==> config.mk <==
export PLATFORM = sky130hd
export DESIGN_NAME = lvt_wr_dispatch
export DESIGN_NICKNAME = d
export VERILOG_FILES = /design/src/rtl/lvt_wr_dispatch.sv
export SDC_FILE = /design/constraint.sdc
export NUM_CORES = 1
export LEC_CHECK = 0
export CAP_MARGIN = 20
export CORE_UTILIZATION = 28
export CTS_BUF_LIST = sky130_fd_sc_hd__clkbuf_8 sky130_fd_sc_hd__clkbuf_16
export CTS_CLUSTER_DIAMETER = 50
export DETAILED_ROUTE_END_ITERATION = 6
export GPL_ROUTABILITY_DRIVEN = 0
export HOLD_SLACK_MARGIN = 0.03
export SYNTH_ARGS = -nofsm -noshare
export SYNTH_HDL_FRONTEND = slang
export SYNTH_SLANG_ARGS = --single-unit
==> constraint.sdc <==
create_clock -name clk -period 6.4 [get_ports clk]
set_clock_uncertainty 0.05 [all_clocks]
set_input_delay 1.28 -clock clk [delete_from_list [all_inputs] [get_ports clk]]
set_output_delay 1.28 -clock clk [all_outputs]
set_load 0.03 [all_outputs]
==> src/rtl/lvt_wr_dispatch.sv <==
// lvt_wr_dispatch: write scheduler in front of the two-write-port LVT memory.
// Buffers an in-order write stream in a FIFO and each cycle pops up to two
// requests onto wr0 (older) and wr1 (younger). It also exposes a
// pending-write hazard check for the read side.
// Optional build macro: LVT_WR_COALESCE_EN. When it is defined, two adjacent
// writes to the same address are merged, so only the younger write issues.
module lvt_wr_dispatch #(
  parameter int ADDR_W = 7,
  parameter int DATA_W = 5,
  parameter int DEPTH  = 8
) (
  input  logic              clk,
  input  logic              rst,
  input  logic              in_valid,
  output logic              in_ready,
  input  logic [ADDR_W-1:0] in_addr,
  input  logic [DATA_W-1:0] in_data,
  input  logic              issue_en,
  output logic              wr0_en,
  output logic [ADDR_W-1:0] wr0_addr,
  output logic [DATA_W-1:0] wr0_data,
  output logic              wr1_en,
  output logic [ADDR_W-1:0] wr1_addr,
  output logic [DATA_W-1:0] wr1_data,
  input  logic [ADDR_W-1:0] chk_addr,
  output logic              chk_hit,
  output logic              busy
);

  localparam int PW = $clog2(DEPTH);
  localparam int CW = PW + 1;

  // FIFO storage. It has no reset: count alone decides which entries are live.
  logic [ADDR_W-1:0] addr_mem [DEPTH];
  logic [DATA_W-1:0] data_mem [DEPTH];

  logic [PW-1:0] wptr, rptr, rptr_n1;
  logic [CW-1:0] count;

  logic              push;
  logic              iss0, iss1;
  logic [1:0]        npop;
  logic [ADDR_W-1:0] head_addr, next_addr;
  logic [DATA_W-1:0] head_data, next_data;

  assign rptr_n1   = rptr + PW'(1);
  assign head_addr = addr_mem[rptr];
  assign head_data = data_mem[rptr];
  assign next_addr = addr_mem[rptr_n1];
  assign next_data = data_mem[rptr_n1];

  // Acceptance depends only on the current occupancy, so a full FIFO refuses
  // a push even if it pops in the same cycle.
  assign in_ready = (count < CW'(DEPTH));
  assign push     = in_valid & in_ready;

  // Issue decision, taken from FIFO contents before the edge. This means a
  // request that was just pushed can never bypass the FIFO.
  always_comb begin
    iss0 = 1'b0;
    iss1 = 1'b0;
    npop = 2'd0;
    if (issue_en && (count != '0)) begin
      if (count == CW'(1)) begin
        iss0 = 1'b1;
        npop = 2'd1;
      end else if (head_addr != next_addr) begin
        iss0 = 1'b1;
        iss1 = 1'b1;
        npop = 2'd2;
      end else begin
`ifdef LVT_WR_COALESCE_EN
        // The older write would be overwritten anyway, so drop it and send
        // only the younger one on wr1.
        iss1 = 1'b1;
        npop = 2'd2;
`else
        // Serialise same-address writes so that both reach memory in order.
        iss0 = 1'b1;
        npop = 2'd1;
`endif
      end
    end
  end

  // Write payload into the tail slot on an accepted push.
  always_ff @(posedge clk) begin
    if (push) begin
      addr_mem[wptr] <= in_addr;
      data_mem[wptr] <= in_data;
    end
  end

  // Pointer and occupancy bookkeeping. Reset drops every buffered request.
  always_ff @(posedge clk or negedge rst) begin
    if (!rst) begin
      wptr  <= '0;
      rptr  <= '0;
      count <= '0;
    end else begin
      if (push) wptr <= wptr + PW'(1);
      rptr  <= rptr + PW'(npop);
      count <= count + CW'(push) - CW'(npop);
    end
  end

  // Registered write ports. The enables pulse for one cycle per issued slot,
  // and addr/data hold their last value while a port is idle.
  always_ff @(posedge clk or negedge rst) begin
    if (!rst) begin
      wr0_en   <= 1'b0;
      wr0_addr <= '0;
      wr0_data <= '0;
      wr1_en   <= 1'b0;
      wr1_addr <= '0;
      wr1_data <= '0;
    end else begin
      wr0_en <= iss0;
      wr1_en <= iss1;
      if (iss0) begin
        wr0_addr <= head_addr;
        wr0_data <= head_data;
      end
      if (iss1) begin
        wr1_addr <= next_addr;
        wr1_data <= next_data;
      end
    end
  end

  // Hazard check against every live FIFO entry plus any write landing this cycle.
  always_comb begin
    logic hit;
    hit = 1'b0;
    for (int i = 0; i < DEPTH; i++) begin
      if ((CW'(i) < count) && (addr_mem[rptr + PW'(i)] == chk_addr)) hit = 1'b1;
    end
    if (wr0_en && (wr0_addr == chk_addr)) hit = 1'b1;
    if (wr1_en && (wr1_addr == chk_addr)) hit = 1'b1;
    chk_hit = rst & hit;
  end

  assign busy = (count != '0) | wr0_en | wr1_en;

endmodule

==> Yosys cells after proc, flatten, opt, wreduce, memory -nomap -nowiden <==
Memories as Yosys holds them, arrays and structs flattened. A register that Yosys moved wholly into a read port is not among the register bits.
Cells that the tools add are included.
{ "word_totals": {"regBits": 26, "output_inout_bits": 29, "ram_bits": 96, "memories": 2} }
{ "mem_list": {"columns": ["name", "words", "word_bits", "rd", "rd_ports_with_merged_regs", "write_ports", "line_no", "text"], "rows": [
  ["addr_mem", 8, 7, 8, 0, 1, "34", "logic [ADDR_W-1:0] addr_mem [DEPTH];"],
  ["data_mem", 8, 5, 2, 2, 1, "35", "logic [DATA_W-1:0] data_mem [DEPTH];"]
]} }
{ "classes": {"order_cmp": 9, "eq_ne": 12, "bitwise_logic": 4, "addsub": 11, "muxes": 19, "reduce_logical": 14} }
{ "ops": {"columns": ["cell", "n"], "rows": [
  ["7-bit equality test", 10],
  ["3-bit by 4-bit < comparator with 1-bit output (first input constant)", 4],
  ["1-bit two-way mux", 16],
  ["3-bit adder (second input constant)", 4],
  ["1-bit logical AND", 11],
  ["1-bit by 4-bit < comparator with 1-bit output (first input constant)", 2],
  ["2-bit by 4-bit < comparator with 1-bit output (first input constant)", 2],
  ["7-bit inequality test", 1],
  ["3-bit by 1-bit adder with 3-bit output (second input constant)", 2],
  ["3-bit by 2-bit adder with 3-bit output (second input constant)", 2],
  ["2-bit two-way mux", 3],
  ["4-bit by 1-bit adder with 4-bit output", 1],
  ["4-bit by 1-bit equality test with 1-bit output (second input constant)", 1],
  ["4-bit < comparator (second input constant)", 1],
  ["4-bit nonzero test", 1],
  ["4-bit by 2-bit subtractor with 4-bit output", 1],
  ["3-bit by 2-bit adder with 3-bit output", 1],
  ["1-bit bitwise AND", 2],
  ["1-bit zero test", 2],
  ["1-bit bitwise OR", 2]
]} }

==> Longest topological paths before layout <==
Gate-level depths: netlist of the first run.
An unclocked memory read counts as a cell.
{ "logic_depth": {"depth_word": 14, "mapped_depth": 21, "depth_no_buf": 15} }

==> Worst setup path before layout of the first run <==
Ideal clock, no wire load.
{ "synth_timing": {"path_type": "reg2out", "start": "reg rptr[0]", "end": "out chk_hit", "path_stages_with_launch": 17, "arrival_time_ns": 4.042, "t_required_ns": 5.070, "path_slack_ns": 1.028, "path_buffers": 7, "cell_sequence": "dfrtp_1 buf_2 inv_1 buf_2 buf_2 clkbuf_1 ha_1 buf_4 buf_2 buf_2 mux2i_1 mux4_2 xnor2_1 a2111oi_0 nand4_1 o211ai_1 o41a_1"} }
{ "synth_via": {"elab_chain_len": 14, "elab_cells_between_ends": 35, "classes_between": "7 x add/sub; 8 x eq/ne; 10 x mux; 1 x bitwise; 8 x reduce/logical; 1 x memory"} }
{ "synth_rtl": {"columns": ["element", "line_no", "text"], "rows": [
  ["from (decl)", "37", "logic [PW-1:0] wptr, rptr, rptr_n1;"],
  ["from (signal assigned)", "102", "rptr <= rptr + PW'(npop);"],
  ["3-bit by 1-bit adder with 3-bit output or memory read 8 x 7 bit (tied branches)", null, null],
  ["memory read 8 x 7 bit *", null, null],
  ["7-bit equality test or 1-bit logical AND (tied branches)", "136", "if ((CW'(i) < count) && (addr_mem[rptr + PW'(i)] == chk_addr)) hit = 1'b1;"],
  ["1-bit logical AND or 1-bit two-way mux (tied branches)", "136", null],
  ["1-bit two-way mux (6 in series)", "136", null],
  ["1-bit two-way mux *", "136", null],
  ["1-bit two-way mux *", "138", "if (wr0_en && (wr0_addr == chk_addr)) hit = 1'b1;"],
  ["1-bit two-way mux *", "139", "if (wr1_en && (wr1_addr == chk_addr)) hit = 1'b1;"],
  ["1-bit bitwise AND *", "140", "chk_hit = rst & hit;"],
  ["to (decl)", "26", "output logic chk_hit,"]
]} }
Mark *: on every way between the ends. The rest lies on a longest branch, timed or not.

==> Worst setup path in the final report of the first run <==
Ends and elaborated chain as after synthesis.

==> run summary, run 1 <==
STA
-----------------------------------------------------------------------------
Post-layout min period .........................................      5310 ps
Relative slew margins ..........................................        0.281
Unrepaired setup endpoints after global routing ................        false
Final total negative setup slack ...............................         0 ps
Worst Hold Slack ...............................................       429 ps
Maximum clock frequency ........................................      188 MHz
Share of the clock period used by the worst path after layout ..        0.829
Number of max-slew violations in the final report ..............            0
Count of final setup violators .................................            0
Measured slew at the worst slew-check pin ......................      1080 ps
Hold Vio Cnt, Final ............................................            0

CRITICAL PATH
-----------------------------------------------------------------------------
Data arrival time of the worst path ............................      3980 ps
Slowest CP cell ................................................ sky130_fd_sc_hd__ha_1
Worst EP required ..............................................      5070 ps
Kind of start point of the critical path .......................    flip-flop
Critical path depth in cells ...................................           10
Kind of cell adding the most delay to the critical path ........ compound AO/OA/AOI/OAI gates
Worst Reg2Reg Path Length in Cells .............................           15
Worst path cell trace .......................................... ha_1 -> xor2_4 -> buf_4 -> mux2i_1 -> mux2_2 -> a2111oi_0 -> nand4_1 -> o211ai_1 -> o41a_1 -> buf_12
Crit path largest cell delay ...................................       610 ps
Largest driver fanout on the critical path .....................            9
R2r setup slk ..................................................      1520 ps
Bufs and invs on worst path ....................................            2
Endpoint type of the worst setup path ..........................  output port
Type of the worst setup path ...................................      reg2out

LAYOUT
-----------------------------------------------------------------------------
Share of layout cells above drive strength 1 ...................        0.235
Layout Nets ....................................................          781
Number of standard cells in the final layout excluding fillers .         1206
Most common cell after layout, fill and taps aside ............. sky130_fd_sc_hd__mux2i_1
Diodes inserted ................................................            0
Most frequent cells in the layout .............................. sky130_fd_sc_hd__mux2i_1, sky130_fd_sc_hd__edfxtp_1, sky130_fd_sc_hd__mux4_2
Synth-to-layout area growth ....................................        16.7%

PWR
-----------------------------------------------------------------------------
Pint ...........................................................      3700 µW
Leakage ........................................................   0.00399 µW
Net switching share of the total power .........................        0.435
Sequential group share of total power ..........................        0.206
Ratio of total power to cell area ..............................   585 nW/µm²
Total net switching power ......................................      2850 µW
Worst IR drop on VDD ...........................................     0.349 mV
Clock share of power ...........................................        0.153
Combinational cell fraction of total power .....................        0.641

ROUTING
-----------------------------------------------------------------------------
First DRT Iteration DRCs .......................................          527
Number of vias per cell after detailed routing .................         5.21
Via count ......................................................         6283
Number of DRC violations after detailed routing ................            0
Antenna Violating Nets Remaining ...............................            0
Detailed Routing Iterations Pass 1 .............................            4
Average routed wire per standard cell ..........................      21.7 µm
Wire length after detailed routing .............................     26100 µm

SYNTHESIS
-----------------------------------------------------------------------------
Area share of the leading cell type in the synthesized netlist .        0.300
Async set or reset register ratio after synthesis ..............        0.273
Number of enable flip-flop cells after synthesis ...............           96
Sequential share of the synthesized area .......................        0.394
Main area contributors after synthesis ......................... sky130_fd_sc_hd__edfxtp_1, sky130_fd_sc_hd__mux4_2, sky130_fd_sc_hd__mux2i_1
Yosys synthesis warning count ..................................            0
Dominant cell type by area after synthesis ..................... sky130_fd_sc_hd__edfxtp_1
Leading register cell type out of synthesis .................... sky130_fd_sc_hd__edfxtp_1
Number of flip-flops and latches in the synthesized netlist ....          132
Synth Area per Inst ............................................     13.6 µm²
Synthesized instance count .....................................          708
Post-synthesis cell area .......................................     9600 µm²
Post-synthesis net count .......................................          744
Count of different cell masters after synthesis ................           53

PLACEMENT
-----------------------------------------------------------------------------
Detailed Place HPWL ............................................     18600 µm
I/O Buffers ....................................................           51
Number of instances in the placed design .......................         1174

CLOCK NETWORK
-----------------------------------------------------------------------------
Latest clock arrival within the worst-skew pair ................       430 ps
Total clock sinks ..............................................          132
Htree depth ....................................................            4
PostCTS Resize Cnt .............................................            0
Root Buffer Master ............................................. sky130_fd_sc_hd__clkbuf_16
Clock slew at reported path FFs ................................        60 ps
Number of hold buffers added after cts .........................            0
Setup Fix Bufs, Post-CTS .......................................            0
Buffer levels on the longest clock path ........................            2
TritonCTS clock tree ...........................................         done
CTS buffer count ...............................................           17

HOLD PATH
-----------------------------------------------------------------------------
Min-Delay Path Class ...........................................      reg2reg
Number of instances on the worst hold path .....................            2

FLOORPLANNING
-----------------------------------------------------------------------------
Row cnt ........................................................           67
Full die area ..................................................    35000 µm²
Die H ..........................................................       187 µm
Top Ports ......................................................           52
Effective utilization at floorplan .............................        0.286
Die boundary width .............................................       187 µm
Core Area ......................................................    33600 µm²

GLOBAL ROUTING
-----------------------------------------------------------------------------
Via count of the first global-routing pass .....................         6345
Overall fraction of global-route tracks in use .................        0.155
Antenna violations before repair ...............................            1
GR Overflow Total ..............................................            0
Global-route wire length before repair .........................     40900 µm
Maximum number of pins on one net before global-route repair ...           48

OUTCOME
-----------------------------------------------------------------------------
Outcome ........................................................ finished clean

FLOW RUN
-----------------------------------------------------------------------------
Max-cap violations .............................................            0

-- worst paths after layout --
check	startpoint	end
min in group asynchronous	rst	wr1_data[0]
hold reg to reg	wr0_data[3]	wr0_data[3]
setup / recovery	rptr[0]	chk_hit
setup reg to reg	rptr[0]	count[2]
hold / removal	wr0_data[3]	wr0_data[3]
max in group asynchronous	rst	rptr[2]
-- logic make-up after synthesis --
logic type	Yosys count	share of synthesized area
simple gates	115	0.0575
mux	220	0.354
flops	132	0.394
xor+xnor	102	0.0989
fa+ha+maj	13	0.0185
compound gates	50	0.0367
buf+inv	76	0.0401
-- cell type report --
type,instances,area [µm²]
Sequential cell,132,3790
Multi-Input combinational cell,500,5480
Inverter,24,90.1
Tap cell,448,561
Timing Repair Buffer,70,686
Fill cell,3279,22400
Clock inverter,15,171
Clock buffer,17,425
-- per-stage QoR --
stage	instance area (µm²)	utilization	setup WS, ps	total power, µW
floorplan	9600	-	1030	4540
global placement	10600	0.314	1130	5560
detailed placement	10600	0.316	1160	5590
CTS	11200	0.333	1070	6610
global route	11200	0.333	820	6950
finish	11200	0.333	1090	6550
-- power by group through the flow --
stage	Combinational, µW	Sequential (µW)	Clock, µW
floorplan	3140	1410	0
global placement	4200	1360	0
detailed placement	4230	1360	0
CTS	4240	1350	1020
global route	4520	1380	1050
finish	4200	1350	1000
-- worst register-to-register path: stages, from the launching register on --
cell,delay (ps)
sky130_fd_sc_hd__dfrtp_4,460
sky130_fd_sc_hd__inv_1,90
sky130_fd_sc_hd__ha_4,710
sky130_fd_sc_hd__buf_4,370
sky130_fd_sc_hd__mux4_2,530
sky130_fd_sc_hd__mux2i_1,180
sky130_fd_sc_hd__xnor2_1,90
sky130_fd_sc_hd__o31ai_1,870
sky130_fd_sc_hd__a21oi_1,150
sky130_fd_sc_hd__nor2_1,190
sky130_fd_sc_hd__ha_1,270
sky130_fd_sc_hd__inv_1,50
sky130_fd_sc_hd__ha_1,160
sky130_fd_sc_hd__inv_1,60
sky130_fd_sc_hd__fa_1,380
sky130_fd_sc_hd__xnor2_1,150
-- flip-flops by register name, summed over array words and instances, names as in the netlist --
register,count
wr0_en,1
rptr,3
data_mem,40
addr_mem,56
wr1_en,1
wptr,3
wr1_data,5
wr0_data,5
wr1_addr,7
wr0_addr,7
count,4
-- synth_stat cells (all sizes together) (7+ instances only) --
cell / instances
inv: 23
nor3: 10
nor4: 10
a21oi: 7
xor2: 30
nor2: 20
ha: 11
mux2: 12
dfrtp: 36
a221oi: 8
nand4: 9
edfxtp: 96
mux4: 94
xnor2: 72
o21ai: 14
nand2: 44
buf: 38
clkbuf: 14
mux2i: 114
-- routing by layer --
metal / global-route usage / routed length, µm
met1: 0.206 / 11700
met3: 0.0296 / 1200
met4: 0.0558 / 567
met5: 0 / 13
met2: 0.252 / 12700
Power figures use the tool's default switching activity.
==> run 2, diff against run 1 <==
==> constraint.sdc (replaced) <==
create_clock -name clk -period 4.6 [get_ports clk]
set_clock_uncertainty 0.05 [all_clocks]
set_input_delay 0.92 -clock clk [delete_from_list [all_inputs] [get_ports clk]]
set_output_delay 0.92 -clock clk [all_outputs]
set_load 0.03 [all_outputs]
==> run 2 against run 1 <==
  * Sequential share of layout area fell by 1.3 points
  * Critical path depth rose by 2
  * Clock power rose by 32%
  * Final area rose by 4.0%
  * Via count rose by 3.7%
  * First-iteration DRC count did not move
  * Hold slack got worse by 1.6 ps
  * Die area did not move
  * Non-clock buffer count rose by 46
  * Critical endpoint unchanged
  * Largest power group unchanged
==> run summary, run 2 (synthesis results as in run 1) <==
PLACEMENT
-----------------------------------------------------------------------------
Detailed Place HPWL ............................................     18900 µm   was 18600 µm
Number of instances in the placed design .......................         1198   was 1174
I/O Buffers ....................................................           51   unchanged

STA
-----------------------------------------------------------------------------
Share of the clock period used by the worst path after layout ..        0.968
Post-layout min period .........................................      4450 ps
Unrepaired setup endpoints after global routing ................        false   unchanged
Worst Hold Slack ...............................................       428 ps   was 429 ps
Relative slew margins ..........................................        0.561   was 0.281
Number of max-slew violations in the final report ..............            0   unchanged
Measured slew at the worst slew-check pin ......................       649 ps   was 1080 ps
Maximum clock frequency ........................................      225 MHz
Count of final setup violators .................................            0   unchanged
Hold Vio Cnt, Final ............................................            0   unchanged
Final total negative setup slack ...............................         0 ps   unchanged

LAYOUT
-----------------------------------------------------------------------------
Share of layout cells above drive strength 1 ...................        0.277   was 0.235
Top register by number of flip-flops ...........................     addr_mem   unchanged
Synth-to-layout area growth ....................................        21.3%   was 16.7%
Largest regs ................................................... addr_mem: 56 flops, data_mem: 40 flops   unchanged
Layout Nets ....................................................          827   was 781
Most common cell after layout, fill and taps aside ............. sky130_fd_sc_hd__mux2i_1   unchanged
Max FFs per register ...........................................           56   unchanged
Number of standard cells in the final layout excluding fillers .         1253   was 1206
Most frequent cells in the layout .............................. sky130_fd_sc_hd__mux2i_1, sky130_fd_sc_hd__edfxtp_1, sky130_fd_sc_hd__mux4_2   unchanged

ROUTING
-----------------------------------------------------------------------------
Number of vias per cell after detailed routing .................         5.20   was 5.21
Number of DRC violations after detailed routing ................            0   unchanged
Wire length on met2 ............................................     12800 µm   was 12700 µm
Uppermost layer routed .........................................         met5   unchanged
Antenna Violating Nets Remaining ...............................            0   unchanged
Average routed wire per standard cell ..........................      21.2 µm   was 21.7 µm
Via count ......................................................         6518   was 6283
Wire length after detailed routing .............................     26500 µm   was 26100 µm
Detailed Routing Iterations Pass 1 .............................            5   was 4
Met3 routed wirelength .........................................      1330 µm   was 1200 µm
M1 WL ..........................................................     11800 µm   was 11700 µm
First DRT Iteration DRCs .......................................          527   unchanged

CLOCK NETWORK
-----------------------------------------------------------------------------
Latest clock arrival within the worst-skew pair ................       440 ps   was 430 ps
CTS buffer count ...............................................           17   unchanged
Number of hold buffers added after cts .........................            0   unchanged
Root Buffer Master ............................................. sky130_fd_sc_hd__clkbuf_16   unchanged
TritonCTS clock tree ...........................................         done   unchanged
Clock slew at reported path FFs ................................        60 ps   about the same
Buffer levels on the longest clock path ........................            2   unchanged
Htree depth ....................................................            4   unchanged
Total clock sinks ..............................................          132   unchanged

FLOORPLANNING
-----------------------------------------------------------------------------
Full die area ..................................................    35000 µm²   unchanged
Top Ports ......................................................           52   unchanged
Die H ..........................................................       187 µm   unchanged
Die boundary width .............................................       187 µm   unchanged
Row cnt ........................................................           67   unchanged
Effective utilization at floorplan .............................        0.286   unchanged
Core Area ......................................................    33600 µm²   unchanged

PWR
-----------------------------------------------------------------------------
Worst IR drop on VDD ...........................................     0.389 mV   was 0.349 mV
Ratio of total power to cell area ..............................   838 nW/µm²   was 585 nW/µm²
Power consumption ..............................................      9770 µW   was 6550 µW
Leakage ........................................................   0.00426 µW   was 0.00399 µW

GLOBAL ROUTING
-----------------------------------------------------------------------------
GR Overflow Total ..............................................            0   unchanged
Overall fraction of global-route tracks in use .................        0.152   was 0.155
Maximum number of pins on one net before global-route repair ...           58   was 48
Global-route wire length before repair .........................     40100 µm   was 40900 µm
Via count of the first global-routing pass .....................         6493   was 6345
Antenna violations before repair ...............................            1   unchanged

CRITICAL PATH
-----------------------------------------------------------------------------
Type of the worst setup path ...................................      reg2out   unchanged
Endpoint type of the worst setup path ..........................  output port   unchanged
Largest driver fanout on the critical path .....................           10   was 9
Worst EP required ..............................................      3630 ps   was 5070 ps
Kind of start point of the critical path .......................    flip-flop   unchanged
Data arrival time of the worst path ............................      3480 ps   was 3980 ps

HOLD PATH
-----------------------------------------------------------------------------
Min-Delay Path Class ...........................................      reg2reg   unchanged

OUTCOME
-----------------------------------------------------------------------------
Outcome ........................................................ finished clean   unchanged

FLOW RUN
-----------------------------------------------------------------------------
Max-cap violations .............................................            0   unchanged

## run 2: changes by cell type in the layout (fill, tap and decap cells not counted), sizes merged
cell	change
diode	+1
inv	-1
bufinv	-2
buf	+44
clkbuf	+6
clkinvlp	-1
## run 2: layout make-up
type / count / area [µm²]
repair buffers: 116 / 1140
well taps: 448 / 561
flip-flops and latches: 132 / 3790
clock buffers: 21 / 514
clock inverters: 11 / 67.6
inverters: 24 / 90.1
fillers: 3235 / 22000
multi-input cells: 500 / 5480
diodes: 1 / 2.50
## run 2: worst paths after layout
check | startpoint | to | slack (ps) | cells past startpoint
worst max-delay path | rptr[0] | chk_hit | 150 | 12
worst max register to register | rptr[0] | count[2] | 530 | 19
worst min-delay path | wr0_data[4] | wr0_data[4] | 430 | 2
worst min register to register | wr0_data[4] | wr0_data[4] | 430 | 2
min in group asynchronous | rst | wr0_data[2] | 580 | 2
max in group asynchronous | rst | rptr[2] | 3540 | 2
## run 2: through the flow
stage / setup WS [ps] / util / instance area (µm²)
2_1_floorplan: 11.5 / - / 9620
3_3_place_gp: 255 / 0.320 / 10800
3_5_place_dp: 268 / 0.320 / 10800
4_1_cts: 8.77 / 0.340 / 11400
5_1_grt: 22.9 / 0.347 / 11600
6_report: 147 / 0.347 / 11700
## run 2: layer usage
layer / global-route usage / vias to the layer above
met5: 0 / -
met4: 0.0501 / 2
met3: 0.0289 / 26
met2: 0.243 / 204
met1: 0.206 / 3377
li1: - / 2909
## run 2: timing repair
action,CTS,global route
cloned,0,2
gates resized for setup,1,16
endpoints found under the setup margin,1,1
setup buffers,6,14
pin swaps,3,7
## run 2: power breakdown
part / internal [µW] / total, µW / switching (µW)
logic: 3330 / 6620 / 3290
clock network: 797 / 1320 / 523
registers: 1560 / 1830 / 269
## run 2: worst max-delay path, stage by stage, from the launching register on
cell	delay, ps
sky130_fd_sc_hd__dfrtp_4	450
sky130_fd_sc_hd__inv_2	60
sky130_fd_sc_hd__ha_4	310
sky130_fd_sc_hd__buf_12	170
sky130_fd_sc_hd__buf_12	150
sky130_fd_sc_hd__mux4_2	330
sky130_fd_sc_hd__xnor2_1	150
sky130_fd_sc_hd__nor4_1	280
sky130_fd_sc_hd__a31oi_1	110
sky130_fd_sc_hd__or4_1	490
sky130_fd_sc_hd__o211ai_1	100
sky130_fd_sc_hd__o41a_1	290
sky130_fd_sc_hd__buf_12	160
